$ cat config.mk
export PLATFORM = sky130hd
export DESIGN_NAME = wb_trace_serializer
export DESIGN_NICKNAME = d
export VERILOG_FILES = /design/src/rtl/wb_trace_pkg.sv /design/src/rtl/wb_trace_fifo.sv /design/src/rtl/wb_trace_serializer.sv
export SDC_FILE = /design/constraint.sdc
export NUM_CORES = 1
export LEC_CHECK = 0
export CORE_UTILIZATION = 54
export DETAILED_ROUTE_END_ITERATION = 10
export PLACE_DENSITY_LB_ADDON = 0.25
export SYNTH_ARGS = -nofsm -noshare
export SYNTH_HDL_FRONTEND = slang
export SYNTH_SLANG_ARGS = --single-unit
$ cat constraint.sdc
create_clock -name clk -period 10.3 [get_ports clk]
set_clock_uncertainty 0.1 [all_clocks]
set_input_delay 2.06 -clock clk [delete_from_list [all_inputs] [get_ports clk]]
set_output_delay 2.06 -clock clk [all_outputs]
set_load 0.01 [all_outputs]
$ cat src/rtl/wb_trace_pkg.sv
// rtl/wb_trace_pkg.sv - shared record type, constants and sizing helper for the writeback trace serializer
package wb_trace_pkg;

  localparam int         WB_DATA_W  = 32;
  localparam logic [3:0] WB_WEN_ALL = 4'hF;

  // One retired register write at the default data width, packed as {pc, rd, wdata}
  typedef struct packed {
    logic [WB_DATA_W-1:0] pc;
    logic [4:0]           rd;
    logic [WB_DATA_W-1:0] wdata;
  } wb_rec_t;

  // Address bits needed to index a power-of-two buffer of 'depth' entries
  function automatic int clog2_depth(input int depth);
    int w;
    w = 0;
    for (int i = 0; i < 31; i++) begin
      if ((1 << i) < depth) w = i + 1;
    end
    return w;
  endfunction

endpackage

$ cat src/rtl/wb_trace_fifo.sv
// rtl/wb_trace_fifo.sv - dual-write, single-read circular buffer holding flattened trace records
module wb_trace_fifo
  import wb_trace_pkg::*;
#(
  parameter  int DEPTH = 8,
  parameter  int REC_W = 69,
  localparam int AW    = clog2_depth(DEPTH)
) (
  input  logic             clk,
  input  logic             reset,
  input  logic             push0,
  input  logic [REC_W-1:0] data0,
  input  logic             push1,
  input  logic [REC_W-1:0] data1,
  input  logic             pop,
  output logic [AW:0]      count,
  output logic [REC_W-1:0] head
);

  logic [REC_W-1:0] mem [DEPTH];
  logic [AW:0]      wptr;
  logic [AW:0]      rptr;
  logic [AW:0]      slot1_ptr;

  // The second write lands directly behind the first one when both are present
  assign slot1_ptr = wptr + (AW+1)'(push0);
  assign count     = wptr - rptr;
  assign head      = mem[rptr[AW-1:0]];

  // Storage array; contents need no reset since the pointers gate every read
  always_ff @(posedge clk) begin
    if (push0) mem[wptr[AW-1:0]] <= data0;
    if (push1) mem[slot1_ptr[AW-1:0]] <= data1;
  end

  // Pointers carry one extra wrap bit so a full buffer is distinguishable from empty
  always_ff @(posedge clk or posedge reset) begin
    if (reset) begin
      wptr <= '0;
      rptr <= '0;
    end else begin
      wptr <= wptr + (AW+1)'(push0) + (AW+1)'(push1);
      if (pop) rptr <= rptr + (AW+1)'(1);
    end
  end

endmodule

$ cat src/rtl/wb_trace_serializer.sv
// rtl/wb_trace_serializer.sv - serializes dual-issue writeback into the debug_wb trace; WB_TRACE_COUNT_EN adds trace_count
module wb_trace_serializer
  import wb_trace_pkg::*;
#(
  parameter int DEPTH  = 8,
  parameter int DATA_W = 32
) (
  input  logic              clk,
  input  logic              reset,
  input  logic              wb0_en,
  input  logic [4:0]        wb0_rd,
  input  logic [DATA_W-1:0] wb0_wdata,
  input  logic [DATA_W-1:0] wb0_pc,
  input  logic              wb1_en,
  input  logic [4:0]        wb1_rd,
  input  logic [DATA_W-1:0] wb1_wdata,
  input  logic [DATA_W-1:0] wb1_pc,
  output logic              in_stall,
  input  logic              out_ready,
  output logic [DATA_W-1:0] debug_wb_pc,
  output logic [3:0]        debug_wb_rf_wen,
  output logic [4:0]        debug_wb_rf_wnum,
  output logic [DATA_W-1:0] debug_wb_rf_wdata,
  output logic              overflow_err
`ifdef WB_TRACE_COUNT_EN
  ,
  output logic [31:0]       trace_count
`endif
);

  localparam int          AW        = clog2_depth(DEPTH);
  localparam int          REC_W     = 2 * DATA_W + 5;
  localparam logic [AW:0] STALL_LVL = (AW+1)'(DEPTH - 1);

  logic             q0;
  logic             q1;
  logic             any_q;
  logic [REC_W-1:0] rec0;
  logic [REC_W-1:0] rec1;
  logic             push_first;
  logic             push_second;
  logic [REC_W-1:0] first_rec;
  logic             pop;
  logic [AW:0]      count;
  logic [REC_W-1:0] head;
  logic             out_valid;
  logic [REC_W-1:0] out_rec;

  // r0 writes carry no architectural effect and are never traced
  assign q0    = wb0_en && (wb0_rd != 5'd0);
  assign q1    = wb1_en && (wb1_rd != 5'd0);
  assign any_q = q0 || q1;
  assign rec0  = {wb0_pc, wb0_rd, wb0_wdata};
  assign rec1  = {wb1_pc, wb1_rd, wb1_wdata};

  // Stall reserves room for a full dual-issue cycle; it looks only at stored occupancy
  assign in_stall = !reset && (count >= STALL_LVL);

  // A stalled cycle drops both slots so program order is never split across cycles
  assign push_first  = any_q && !in_stall;
  assign push_second = q0 && q1 && !in_stall;
  assign first_rec   = q0 ? rec0 : rec1;

  assign pop = (!out_valid || out_ready) && (count != '0);

  wb_trace_fifo #(
    .DEPTH (DEPTH),
    .REC_W (REC_W)
  ) u_fifo (
    .clk   (clk),
    .reset (reset),
    .push0 (push_first),
    .data0 (first_rec),
    .push1 (push_second),
    .data1 (rec1),
    .pop   (pop),
    .count (count),
    .head  (head)
  );

  // Output record: refill from the FIFO head, otherwise clear once consumed, otherwise hold
  always_ff @(posedge clk or posedge reset) begin
    if (reset) begin
      out_valid <= 1'b0;
      out_rec   <= '0;
    end else if (pop) begin
      out_valid <= 1'b1;
      out_rec   <= head;
    end else if (out_ready && out_valid) begin
      out_valid <= 1'b0;
      out_rec   <= '0;
    end
  end

  // Sticky flag for any write attempt made while upstream was told to hold
  always_ff @(posedge clk or posedge reset) begin
    if (reset) begin
      overflow_err <= 1'b0;
    end else if (any_q && in_stall) begin
      overflow_err <= 1'b1;
    end
  end

`ifdef WB_TRACE_COUNT_EN
  // Counts records actually handed to the consumer; wraps naturally at 2^32
  always_ff @(posedge clk or posedge reset) begin
    if (reset) begin
      trace_count <= '0;
    end else if (out_valid && out_ready) begin
      trace_count <= trace_count + 32'd1;
    end
  end
`endif

  assign debug_wb_pc       = out_rec[REC_W-1 -: DATA_W];
  assign debug_wb_rf_wnum  = out_rec[DATA_W +: 5];
  assign debug_wb_rf_wdata = out_rec[DATA_W-1:0];
  assign debug_wb_rf_wen   = out_valid ? WB_WEN_ALL : 4'h0;

endmodule

After elaboration in Yosys (flattened, before gate mapping)
Memory sizes are Yosys's and may differ from the RTL's. Index checks and enable logic that the tools add are counted.

Add/subtract/negate cells: 4. Multipliers: 0. Divide/modulo/power cells: 0. $lt $le $gt $ge: 1. Equal/unequal tests: 0. Shift operators: 0. Muxes and demuxes: 10. Bitwise gates (word level): 0. Reductions and logical operators: 18.

Operator list (count): 69-bit two-way mux (3); 5-bit nonzero test (2); 1-bit logical AND (9); 4-bit by 1-bit adder with 4-bit output (2); 1-bit two-way mux (6); 4-bit by 1-bit adder with 4-bit output (second input constant) (1); 4-bit by 3-bit >= comparator with 1-bit output (second input constant) (1); 4-bit two-way mux (1); 4-bit nonzero test (1); 4-bit subtractor (1); 1-bit zero test (3); 1-bit logical OR (2); 2-bit nonzero test (1).

Bits in registers: 79. Bits in latches: 0. Memory bits (writable): 552. ROM bits: 0. Input bits: 143. Output and inout port bits: 75. Memories: 1.

Memory list: u_fifo.mem (depth 8, bits a word 69, rd ports 1, clocked after Yosys merged registers in 0, write ports 2, RTL line wb_trace_fifo.sv:20) `logic [REC_W-1:0] mem [DEPTH];`.

Longest topological paths before layout
Depth in word-level cells: 7. Depth in mapped cells: 19. Gate-level depth less buffers: 16.

Modules after synthesis
Synthesis repeated with hierarchy kept, for this count alone.

Cell total of the unflattened synthesis: 1889. Area, all modules: 31245.0 um^2.

Modules (own cells, without submodules): wb_trace_fifo (times used 1, cells each 1627, area each 27820.4 um^2); wb_trace_serializer (times used 1, cells each 262, area each 3424.5 um^2).

Worst setup path before layout
OpenSTA, ideal clock, no wires.

Path type: input-to-reg. From: input wb0_rd[3]. To: memory u_fifo.mem[0][0] (enable). Arrival time: 9719 ps. Required time: 9516 ps. Path slack: -203 ps. Cell stages on the path: 6. Buffers on the path: 1. Cells stage by stage: or4_1 -> o21ai_4 -> buf_2 -> nand2_1 -> nand2_1 -> o41ai_1.

RTL lines: start, declared (RTL line wb_trace_serializer.sv:11) `input logic [4:0] wb0_rd,`; end, declared (RTL line wb_trace_fifo.sv:20).

==> results.txt <==
Critical Path, Cell by Cell: clkdlybuf4s50_1, nor2_1, nand3_1, o31a_1, nand2_1, inv_2, ha_1, ha_1, xor2_1, nor2_1, nand4_4, buf_4, mux2_4
DP Area: 35300 sq um
WL per Instance: 28.1 microns
TritonCTS clock tree: done
Switching part of the total: 33.3%
Largest net degree at the start of global routing: 101
CTS sink cnt: 631
Worst stage delay on the critical path: 0.76 ns
PwrDens: 283 nW/um^2
Crit start category: input pin
Top-level I/O count: 218
CP top delay family: simple AND/OR/NAND/NOR gates
Hpwl dp: 43.7 mm
Core Region: 60200 sq um
Avg Vias per Cell: 6.23
Reg clk slew, reported paths: 0.06 ns
Status: finished, final reports clean
Hold-fix buffers, CTS: 0
CP endpoint kind: flop
Die footprint: 61800 sq um
Critical Path RT: 10.55 ns
Clock power share: 22.0%
CP Max Fanout: 44
Critical Path AT: 7.39 ns
TNS Setup: 0 ns
CTS Root Buffer Type: clkbuf_16
NumNets Final: 2108
WL final: 78.4 mm
Post-route cell area: 37400 sq um
Gr usage total: 25.7%
Seq/Total Area, Yosys: 56.5%
Share of cells above drive strength 1: 31.6%
Leak Pwr: 13.9 nW
Hold Violations, Final: 0
FMAX: 0.140 GHz
Drt drc: 0
WP buf/inv: 3
Tcrit/Tclk final: 69.4%
DRT iter0 DRCs: 1327
Via count: 17373
Worst path slowest cell: nand4_4
Initial Util: 54.5%
Comb pwr share: 38.2%
Kind of critical path: input pin to flop
Crit path depth: 13
Vias in the first global route: 18470
First-pass GRT wire length: 118 mm
Chip width: 249 microns
Worst Hold Path Cells: 1
Mapped Nets: 1913
Worst min-delay path class: flop to flop
Fin. max-slew vios: 0
Drt first pass iters: 7
CTS buffer count: 69
RSZ-0062 raised after global routing: false
Setup bufs post-CTS: 0
Synth Area per Inst: 18.6 sq um
Area growth, synth to finish: 14.0%
Register bit count reported by yosys: 631
VDD IR max: 0.000251 V
Switch Pwr: 3.52 mW
Sequential power share: 39.8%
Slew margin rel.: 23.4%
Row count: 90
Post-Syn Area: 32800 sq um
Synth warnings: 0
Reg2Reg Setup Slack: 3.36 ns
Mapped Cells: 1761
Antenna violations before repair: 6
Max-Cap Viols: 0
R2R Path Start: u_fifo.rptr[0]
H-Tree Depth: 3
Crit path launch: reset
Actual slew at the worst max-slew pin: 1.15 ns
ANT cells: 0
Register-to-Register Path Depth: 15
Worst setup path end: u_fifo.mem[1][13]
Global placer's final weighted congestion: 0.767
Clk_lat worst skew: 0.60 ns
Critical R2R Capture: u_fifo.mem[1][13]
Count of final setup violators: 0
Min Tclk post-route: 7.14 ns
Port buffer count: 217
Pint: 7.06 mW
Die Y: 249 microns
Antenna-violating nets left: 0
Max Buffers Root-to-Sink: 3
GRT Residual Overflow: 0
Post_cts resized: 0
Synth unique cells: 46
# fillers: 4262
## cell usage in the layout (no fill, tap or decap), types with 3 or more instances in the layout
master / count
mux2_1: 277
xnor2_1: 5
mux4_2: 138
a21oi_1: 3
clkbuf_8: 10
dfrtp_1: 77
clkinv_2: 7
xor2_1: 6
nand2_1: 24
clkbuf_1: 28
and3_1: 4
o2bb2ai_1: 69
clkdlybuf4s50_1: 217
inv_1: 4
nand3_4: 4
mux2_2: 64
nand3_1: 4
edfxtp_1: 552
buf_4: 36
o31ai_4: 3
ha_1: 8
mux2_4: 276
nor2_1: 9
o21ai_4: 6
clkinv_1: 5
mux2i_1: 69
clkbuf_16: 71
## area by class of cell
type / instances / area, sq um / share of cell area (%)
clock buffers: 109 / 2020 / 5.40
clock inverters: 14 / 70.1 / 0.187
inverters: 8 / 35.0 / 0.0937
multi-input cells: 992 / 13300 / 35.5
flip-flops and latches: 631 / 18600 / 49.6
well taps: 782 / 978 / 2.62
repair buffers: 254 / 2460 / 6.58
## cells by family (layout without fill, tap and decap cells)
kind of cell,count (synthesis),in the layout,synth area share (%)
adder cells (fa/ha/maj),9,9,0.366
buffers and inverters,138,385,3.45
AO/OA/AOI/OAI,89,89,2.30
multiplexers,824,824,35.9
XOR/XNOR,11,11,0.294
AND/OR/NAND/NOR,59,59,1.16
flip-flops,631,631,56.5
## sequential cells by signal, indices dropped and copies added (netlist names)
signal,flops
u_fifo.rptr,4
u_fifo.mem,552
out_rec,69
u_fifo.wptr,4
out_valid,1
overflow_err,1
## worst min path at each step
stage                            start           end  slack [ns]
after CTS                  out_rec[31]   out_rec[31]        0.39
final                      out_rec[31]   out_rec[31]        0.39
after floorplan           overflow_err  overflow_err        0.39
after global routing       out_rec[31]   out_rec[31]        0.40
after detailed placement   out_rec[18]   out_rec[18]        0.37
after global placement     out_rec[51]   out_rec[51]        0.37
## power by group through the flow
| stage | logic, mW | registers, mW | clock network (mW) |
|---|---|---|---|
| 2_1_floorplan | 2.79 | 4.26 | 0 |
| 3_3_place_gp | 4.01 | 4.23 | 0 |
| 3_5_place_dp | 4.07 | 4.26 | 0 |
| 4_1_cts | 4.08 | 4.22 | 2.37 |
| 5_1_grt | 4.28 | 4.29 | 2.46 |
| 6_report | 4.04 | 4.21 | 2.33 |
## synthesized netlist by cell type (all sizes together)
library cell  count  share of area (%)
xnor2             5               0.13
edfxtp          552                 51
nor2             10               0.14
o31ai             3              0.069
nor3b             1              0.023
xor2              6               0.16
or4               2              0.057
nor3              2              0.046
mux4            138                9.5
o41ai             2              0.053
dfrtp            79                6.0
clkbuf           29               0.34
and3b             1              0.027
nand4             3               0.15
o21ai             8               0.19
o2bb2ai          69                1.8
buf             101                3.0
nand2            24               0.27
a21oi             3              0.046
inv               8              0.091
o31a              1              0.027
mux2            617                 24
nand4b            2               0.14
fa                1              0.061
a32o              1              0.030
a21o              2              0.046
ha                8               0.30
nand3b            2              0.046
and3              4              0.076
nand3             8               0.18
mux2i            69                2.1
## per-layer routing
metal  track usage [%]  share of wire, %  vias up
met5                 0             0.097        -
met4              8.39               2.5       12
met3              3.99               5.3      130
met2              43.3                50      544
met1              34.1                42     9136
li1                  -                 -     7551
## per-stage QoR
stage / utilization, % / power [mW] / std cells / setup slack, ns / hold slack (ns)
3_3_place_gp: 58.6 / 8.24 / 2667 / 2.70 / 0.373
4_1_cts: 62.1 / 10.7 / 2790 / 3.25 / 0.390
5_1_grt: 62.1 / 11.0 / 2790 / 3.01 / 0.399
3_5_place_dp: 58.6 / 8.33 / 2667 / 2.60 / 0.372
6_report: 62.1 / 10.6 / 2790 / 3.16 / 0.385
2_1_floorplan: - / 7.06 / 1761 / -0.203 / 0.393
(Power assumes the default switching activity.)
